### config.mk
export PLATFORM = sky130hd
export DESIGN_NAME = fifo_uart_tx
export DESIGN_NICKNAME = d
export VERILOG_FILES = /design/src/rtl/fifo_uart_pkg.sv /design/src/rtl/uart_baud_cnt.sv /design/src/rtl/fifo_uart_tx.sv
export SDC_FILE = /design/constraint.sdc
export NUM_CORES = 1
export LEC_CHECK = 0
export CAP_MARGIN = 30
export CELL_PAD_IN_SITES_DETAIL_PLACEMENT = 1
export CELL_PAD_IN_SITES_GLOBAL_PLACEMENT = 1
export CORE_ASPECT_RATIO = 0.7
export CORE_MARGIN = 4
export CORE_UTILIZATION = 49
export DETAILED_ROUTE_END_ITERATION = 8
export DONT_BUFFER_PORTS = 1
export PLACE_DENSITY_LB_ADDON = 0.2
export SLEW_MARGIN = 30
export SYNTH_ARGS = -nofsm -noshare
export SYNTH_HDL_FRONTEND = slang
export SYNTH_SLANG_ARGS = --single-unit
### constraint.sdc
create_clock -name clk -period 2.35 [get_ports clk]
set_clock_uncertainty 0.05 [all_clocks]
set_input_delay 0.705 -clock clk [delete_from_list [all_inputs] [get_ports clk]]
set_output_delay 0.705 -clock clk [all_outputs]
set_load 0.02 [all_outputs]
### src/rtl/fifo_uart_pkg.sv
// ---------------------------------------------------------------------------
// fifo_uart_pkg
// Shared types and constants for the FIFO-fed UART transmitter.
//   state_t      : transmitter FSM states (3-bit encoding, fixed values so the
//                  encoding is identical with and without the parity option)
//   DATA_BITS    : payload bits per frame
//   BIT_IDX_W    : width of the data-bit index
//   frame_bits() : number of bit cells per frame (10 for 8N1, 11 with parity)
// Optional feature macro: FIFO_UART_TX_PARITY_EN (adds an even-parity cell).
// ---------------------------------------------------------------------------
package fifo_uart_pkg;

  localparam int DATA_BITS = 8;
  localparam int BIT_IDX_W = 3;

  typedef enum logic [2:0] {
    IDLE   = 3'd0,
    REQ    = 3'd1,
    LOAD   = 3'd2,
    START  = 3'd3,
    DATA   = 3'd4,
`ifdef FIFO_UART_TX_PARITY_EN
    PARITY = 3'd5,
`endif
    STOP   = 3'd6
  } state_t;

  // Start + data + (parity) + stop.
  function automatic int frame_bits();
`ifdef FIFO_UART_TX_PARITY_EN
    return 1 + DATA_BITS + 1 + 1;
`else
    return 1 + DATA_BITS + 1;
`endif
  endfunction

endpackage

### src/rtl/uart_baud_cnt.sv
// ---------------------------------------------------------------------------
// uart_baud_cnt
// Bit-period timer. Counts 0..CLKS_PER_BIT-1 and pulses bit_done on the
// cycle the count equals CLKS_PER_BIT-1, then wraps to 0 on its own so
// consecutive bit cells follow without a gap.
// Ports:
//   clk      : system clock
//   rst      : asynchronous active-high reset
//   clr      : hold the counter at 0 (used while no bit cell is running)
//   bit_done : single-cycle pulse on the last cycle of a bit period
// ---------------------------------------------------------------------------
module uart_baud_cnt #(
  parameter int CLKS_PER_BIT = 16
) (
  input  logic clk,
  input  logic rst,
  input  logic clr,
  output logic bit_done
);

  localparam logic [15:0] LAST = 16'(CLKS_PER_BIT - 1);

  logic [15:0] cnt;

  always_ff @(posedge clk or posedge rst) begin
    if (rst) begin
      cnt <= '0;
    end else if (clr || (cnt == LAST)) begin
      cnt <= '0;
    end else begin
      cnt <= cnt + 16'd1;
    end
  end

  assign bit_done = !clr && (cnt == LAST);

endmodule

### src/rtl/fifo_uart_tx.sv
// ---------------------------------------------------------------------------
// fifo_uart_tx
// Read-side consumer of an 8-deep byte FIFO: pops one byte at a time and
// sends it LSB first as an 8N1 UART frame (8E1 when FIFO_UART_TX_PARITY_EN
// is defined: an even-parity cell is inserted between the data and stop).
// Ports:
//   clk        : system clock
//   rst        : asynchronous active-high reset (aborts a frame in flight)
//   tx_en      : permission to start new frames; a running frame completes
//   fifo_empty : FIFO empty flag
//   fifo_dout  : FIFO read data, valid the cycle after fifo_rd
//   fifo_rd    : FIFO read strobe, one-cycle pulse (decode of REQ)
//   tx         : serial line, idle high, driven from a register
//   busy       : high from REQ through the end of STOP
//   frame_cnt  : completed frames, wraps modulo 2^CNT_W
// Internal debug: `state` holds the current FSM state (state_t).
// ---------------------------------------------------------------------------
module fifo_uart_tx
  import fifo_uart_pkg::*;
#(
  parameter int CLKS_PER_BIT = 16,
  parameter int CNT_W        = 16
) (
  input  logic             clk,
  input  logic             rst,
  input  logic             tx_en,
  input  logic             fifo_empty,
  input  logic [7:0]       fifo_dout,
  output logic             fifo_rd,
  output logic             tx,
  output logic             busy,
  output logic [CNT_W-1:0] frame_cnt
);

  localparam logic [BIT_IDX_W-1:0] LAST_IDX = BIT_IDX_W'(DATA_BITS - 1);

  state_t               state, state_n;
  logic [7:0]           shift, shift_n;
  logic [BIT_IDX_W-1:0] bit_idx, bit_idx_n;
  logic                 tx_n;
  logic                 cnt_inc;
  logic                 baud_clr;
  logic                 bit_done;
`ifdef FIFO_UART_TX_PARITY_EN
  logic                 parity;
`endif

  uart_baud_cnt #(
    .CLKS_PER_BIT (CLKS_PER_BIT)
  ) u_baud (
    .clk      (clk),
    .rst      (rst),
    .clr      (baud_clr),
    .bit_done (bit_done)
  );

  // FIFO read handshake: the FIFO is only read from REQ, which is entered
  // only from IDLE when tx_en=1 and fifo_empty=0; fifo_rd is a one-cycle
  // pulse and the byte is taken from fifo_dout in LOAD, the following
  // cycle. Once REQ is entered the read is committed and the frame is sent
  // regardless of tx_en. The next read cannot happen before the current
  // frame's STOP cell has finished, so reads never outpace the line.
  assign fifo_rd = (state == REQ);
  assign busy    = (state != IDLE);

  always_ff @(posedge clk or posedge rst) begin
    if (rst) begin
      state     <= IDLE;
      shift     <= '0;
      bit_idx   <= '0;
      tx        <= 1'b1;
      frame_cnt <= '0;
    end else begin
      state   <= state_n;
      shift   <= shift_n;
      bit_idx <= bit_idx_n;
      tx      <= tx_n;
      if (cnt_inc) begin
        frame_cnt <= frame_cnt + CNT_W'(1);
      end
    end
  end

`ifdef FIFO_UART_TX_PARITY_EN
  // Parity is latched at LOAD because the shift register is consumed
  // by the time the parity cell is sent.
  always_ff @(posedge clk or posedge rst) begin
    if (rst) begin
      parity <= 1'b0;
    end else if (state == LOAD) begin
      parity <= ^fifo_dout;
    end
  end
`endif

  always_comb begin
    state_n   = state;
    shift_n   = shift;
    bit_idx_n = bit_idx;
    baud_clr  = 1'b0;
    cnt_inc   = 1'b0;
    case (state)
      IDLE: begin
        baud_clr = 1'b1;
        if (tx_en && !fifo_empty) begin
          state_n = REQ;
        end
      end
      REQ: begin
        baud_clr = 1'b1;
        state_n  = LOAD;
      end
      LOAD: begin
        baud_clr = 1'b1;
        shift_n  = fifo_dout;
        state_n  = START;
      end
      START: begin
        if (bit_done) begin
          state_n   = DATA;
          bit_idx_n = '0;
        end
      end
      DATA: begin
        if (bit_done) begin
          shift_n = {1'b0, shift[7:1]};
          if (bit_idx == LAST_IDX) begin
`ifdef FIFO_UART_TX_PARITY_EN
            state_n = PARITY;
`else
            state_n = STOP;
`endif
          end else begin
            bit_idx_n = bit_idx + BIT_IDX_W'(1);
          end
        end
      end
`ifdef FIFO_UART_TX_PARITY_EN
      PARITY: begin
        if (bit_done) begin
          state_n = STOP;
        end
      end
`endif
      STOP: begin
        if (bit_done) begin
          state_n = IDLE;
          cnt_inc = 1'b1;
        end
      end
      default: begin
        state_n = IDLE;
      end
    endcase
  end

  // The line level is computed from the *next* state and shift contents and
  // registered, so tx changes exactly on the state transition and never
  // glitches.
  always_comb begin
    tx_n = 1'b1;
    case (state_n)
      START:   tx_n = 1'b0;
      DATA:    tx_n = shift_n[0];
`ifdef FIFO_UART_TX_PARITY_EN
      PARITY:  tx_n = parity;
`endif
      default: tx_n = 1'b1;
    endcase
  end

endmodule

==> impl_metrics.json <==
{
  "grt_max_degree": 48,
  "root_buffer": "clkbuf_8",
  "dieArea_sq_um": 5900,
  "ir_drop_v": 0.000472,
  "placed_area_sq_um": 2430,
  "setup-violations-final": 0,
  "grt-ovfl-total": 0,
  "worst_pin_slew_ps": 595,
  "place_inst": 281,
  "min_period_over_period_pct": 94.6,
  "ys_ff_latch": 47,
  "die-height_um": 65.5,
  "synth_xor_xnor_area_share_pct": 11.0,
  "tns_ps": 0,
  "clock.fmax_mhz": 450,
  "synthAdderAreaFrac_pct": 2.16,
  "drv_cap": 0,
  "cts_num_sinks": 47,
  "critPathKind": "reg2reg",
  "reg2regPathDepth": 6,
  "h-tree-depth": 2,
  "pwr_density_cell_nw_per_um2": 898,
  "worst_ep_arrival_time_ps": 2390,
  "gp_congestion": 0.808,
  "mostFrequentLayoutCell": "dfrtp_1",
  "slowest_delay_ps": 430,
  "cts_hold_buf": 0,
  "slew-limit-headroom_pct": 60.3,
  "startpoint_type": "flip-flop",
  "final_cells": 289,
  "grt_pass1_wl_um": 9090,
  "drive_above_1_share_pct": 11.5,
  "grt_pass1_vias": 1837,
  "port_buffers": 0,
  "cp_num_cells": 6,
  "synthCells": 222,
  "core_sq_um": 4450,
  "critPathMaxFanout": 5,
  "die_w_um": 90.1,
  "fp-row-count": 20,
  "ys_seq_area_share_pct": 50.9,
  "path_cells": "ha_1, and3_1, and4_1, a2111o_1, a221oi_1, a211oi_1",
  "syn_to_final_growth_pct": 11.2,
  "stdcell_area_sq_um": 2570,
  "period_needed_ps": 2220,
  "crit_path_top_delay_cell": "dfrtp_1",
  "synth_mux_area_share_pct": 0.487,
  "vias": 1694,
  "critPathRequiredTime_ps": 2520,
  "end_kind": "flip-flop",
  "cts_buffers": 5,
  "synth_top_family_by_area": "simple AND/OR/NAND/NOR gates",
  "fin_nets": 249,
  "cts_buffer_depth": 2,
  "avgViaCountPerCell": 5.86,
  "initial_core_util_pct": 51.9,
  "clk_pin_slew_worst_paths_ps": 90,
  "syn_avg_cell_area_sq_um": 10.4,
  "synthSimpleGateAreaFrac_pct": 26.9,
  "yosys_warnings": 0,
  "drc": 0,
  "synthesis.area_sq_um": 2310,
  "status": "completed",
  "final_cell_mix": "46 x dfrtp_1, 37 x nand2_1, 20 x nor2_1, 20 x xnor2_1, 10 x nand3_1",
  "ioPinCount": 31,
  "holdWs_ps": 393,
  "antenna_found_initial": 0,
  "cp_top_family": "compound AO/OA/AOI/OAI gates",
  "insertion_delay_ps": 300,
  "finish.utilization_pct": 57.7,
  "hold_viol": 0,
  "rsz0062_at_grt": "no",
  "antenna_cells": 0,
  "wl_per_cell_um": 18.6,
  "groute.usage.overall_pct": 19.5,
  "drt_iter0_drc": 84,
  "drv_slew": 0,
  "dpl.hpwl_um": 3740,
  "final_antenna_net_count": 0,
  "synth_compound_area_share_pct": 6.76,
  "yosysUniqueCellTypes": 35,
  "syn_nets": 238,
  "total_leakage_power_uw": 0.00120,
  "worst-path-buf-inv": 0,
  "holdCritPathClass": "in2async",
  "cts_tree": "built",
  "wl_um": 5360,
  "first_pass_iters": 4
}
## kinds of logic after synthesis
| family | Yosys count |
|---|---|
| xor gates and xnor gates | 29 |
| adders and majority gates | 4 |
| muxes | 1 |
| DFF | 47 |
| buffers and inverters | 10 |
| and+or+nand+nor | 108 |
| AOI/OAI and AO/OA | 23 |
## synth_stat cells, drive strengths merged
library cell  instances  area [sq um]
a2111o                1          11.3
a211oi                1          7.51
a21o                  2          15.0
a21oi                 5          28.8
a221oi                1          8.76
a22o                  1          8.76
a22oi                 6          45.0
and3                  9          56.3
and4                  4          35.0
buf                   2          10.0
clkbuf                3          11.3
dfrtp                46          1150
dfstp                 1          26.3
ha                    4          50.1
inv                   5          18.8
mux2                  1          11.3
nand2                37           139
nand2b                1          6.26
nand3                10          50.1
nand3b                1          7.51
nand4                10          77.6
nor2                 21          81.3
nor2b                 2          12.5
nor3                  3          15.0
nor3b                 4          30.0
nor4                  6           113
o21ai                 5          25.0
o22ai                 1          6.26
xnor2                20           175
xor2                  9          78.8
## report_power, final
group / internal, uW / leakage (uW) / total [uW] / switching (uW)
combinational: 226 / 0.000509 / 527 / 301
clock: 424 / 0.0000644 / 701 / 277
sequential: 936 / 0.000625 / 1080 / 146
## stage by stage
| stage | power, uW | worst slack [ps] |
|---|---|---|
| after floorplan | 1430 | 356 |
| after global placement | 1560 | 301 |
| after detailed placement | 1600 | 204 |
| after CTS | 2320 | 124 |
| after global routing | 2460 | 11.4 |
| final | 2310 | 127 |
## metal layers
metal | vias up | wire length, um | global-route usage, %
met5 | - | 0 | 0
met4 | 0 | 62 | 4.01
met3 | 9 | 235 | 5.15
met2 | 34 | 2610 | 33.8
met1 | 856 | 2460 | 25.0
li1 | 795 | - | -
## worst paths after layout
check	start	end	slack, ps
setup / recovery	u_baud.cnt[0]$_DFF_PP0_	tx$_DFF_PP1_	130
hold / removal	rst	frame_cnt[0]$_DFFE_PP0P_	390
setup reg to reg	u_baud.cnt[0]$_DFF_PP0_	tx$_DFF_PP1_	130
hold reg to reg	bit_idx[2]$_DFFE_PP0P_	bit_idx[2]$_DFFE_PP0P_	450
max in group asynchronous	rst	shift[4]$_DFFE_PP0P_	1450
min in group clk	bit_idx[2]$_DFFE_PP0P_	bit_idx[2]$_DFFE_PP0P_	450
## layout make-up
| type | count | area, sq um |
|---|---|---|
| Tap cell | 55 | 68.8 |
| Sequential cell | 47 | 1180 |
| Clock buffer | 5 | 68.8 |
| Inverter | 5 | 18.8 |
| Clock inverter | 3 | 67.6 |
| Multi-Input combinational cell | 165 | 1100 |
| Timing Repair Buffer | 9 | 67.6 |
| Fill cell | 507 | 1880 |
## flip-flops by register name, indices dropped and copies added (netlist names)
name / count
bit_idx: 3
frame_cnt: 16
shift: 8
u_baud.cnt: 16
tx: 1
state: 3
## what timing repair did
item                       4_1_cts  5_1_grt
gates resized for setup          0        1
setup buffers                    0        0
setup endpoints to repair        0        1
(Power assumes the default switching activity.)
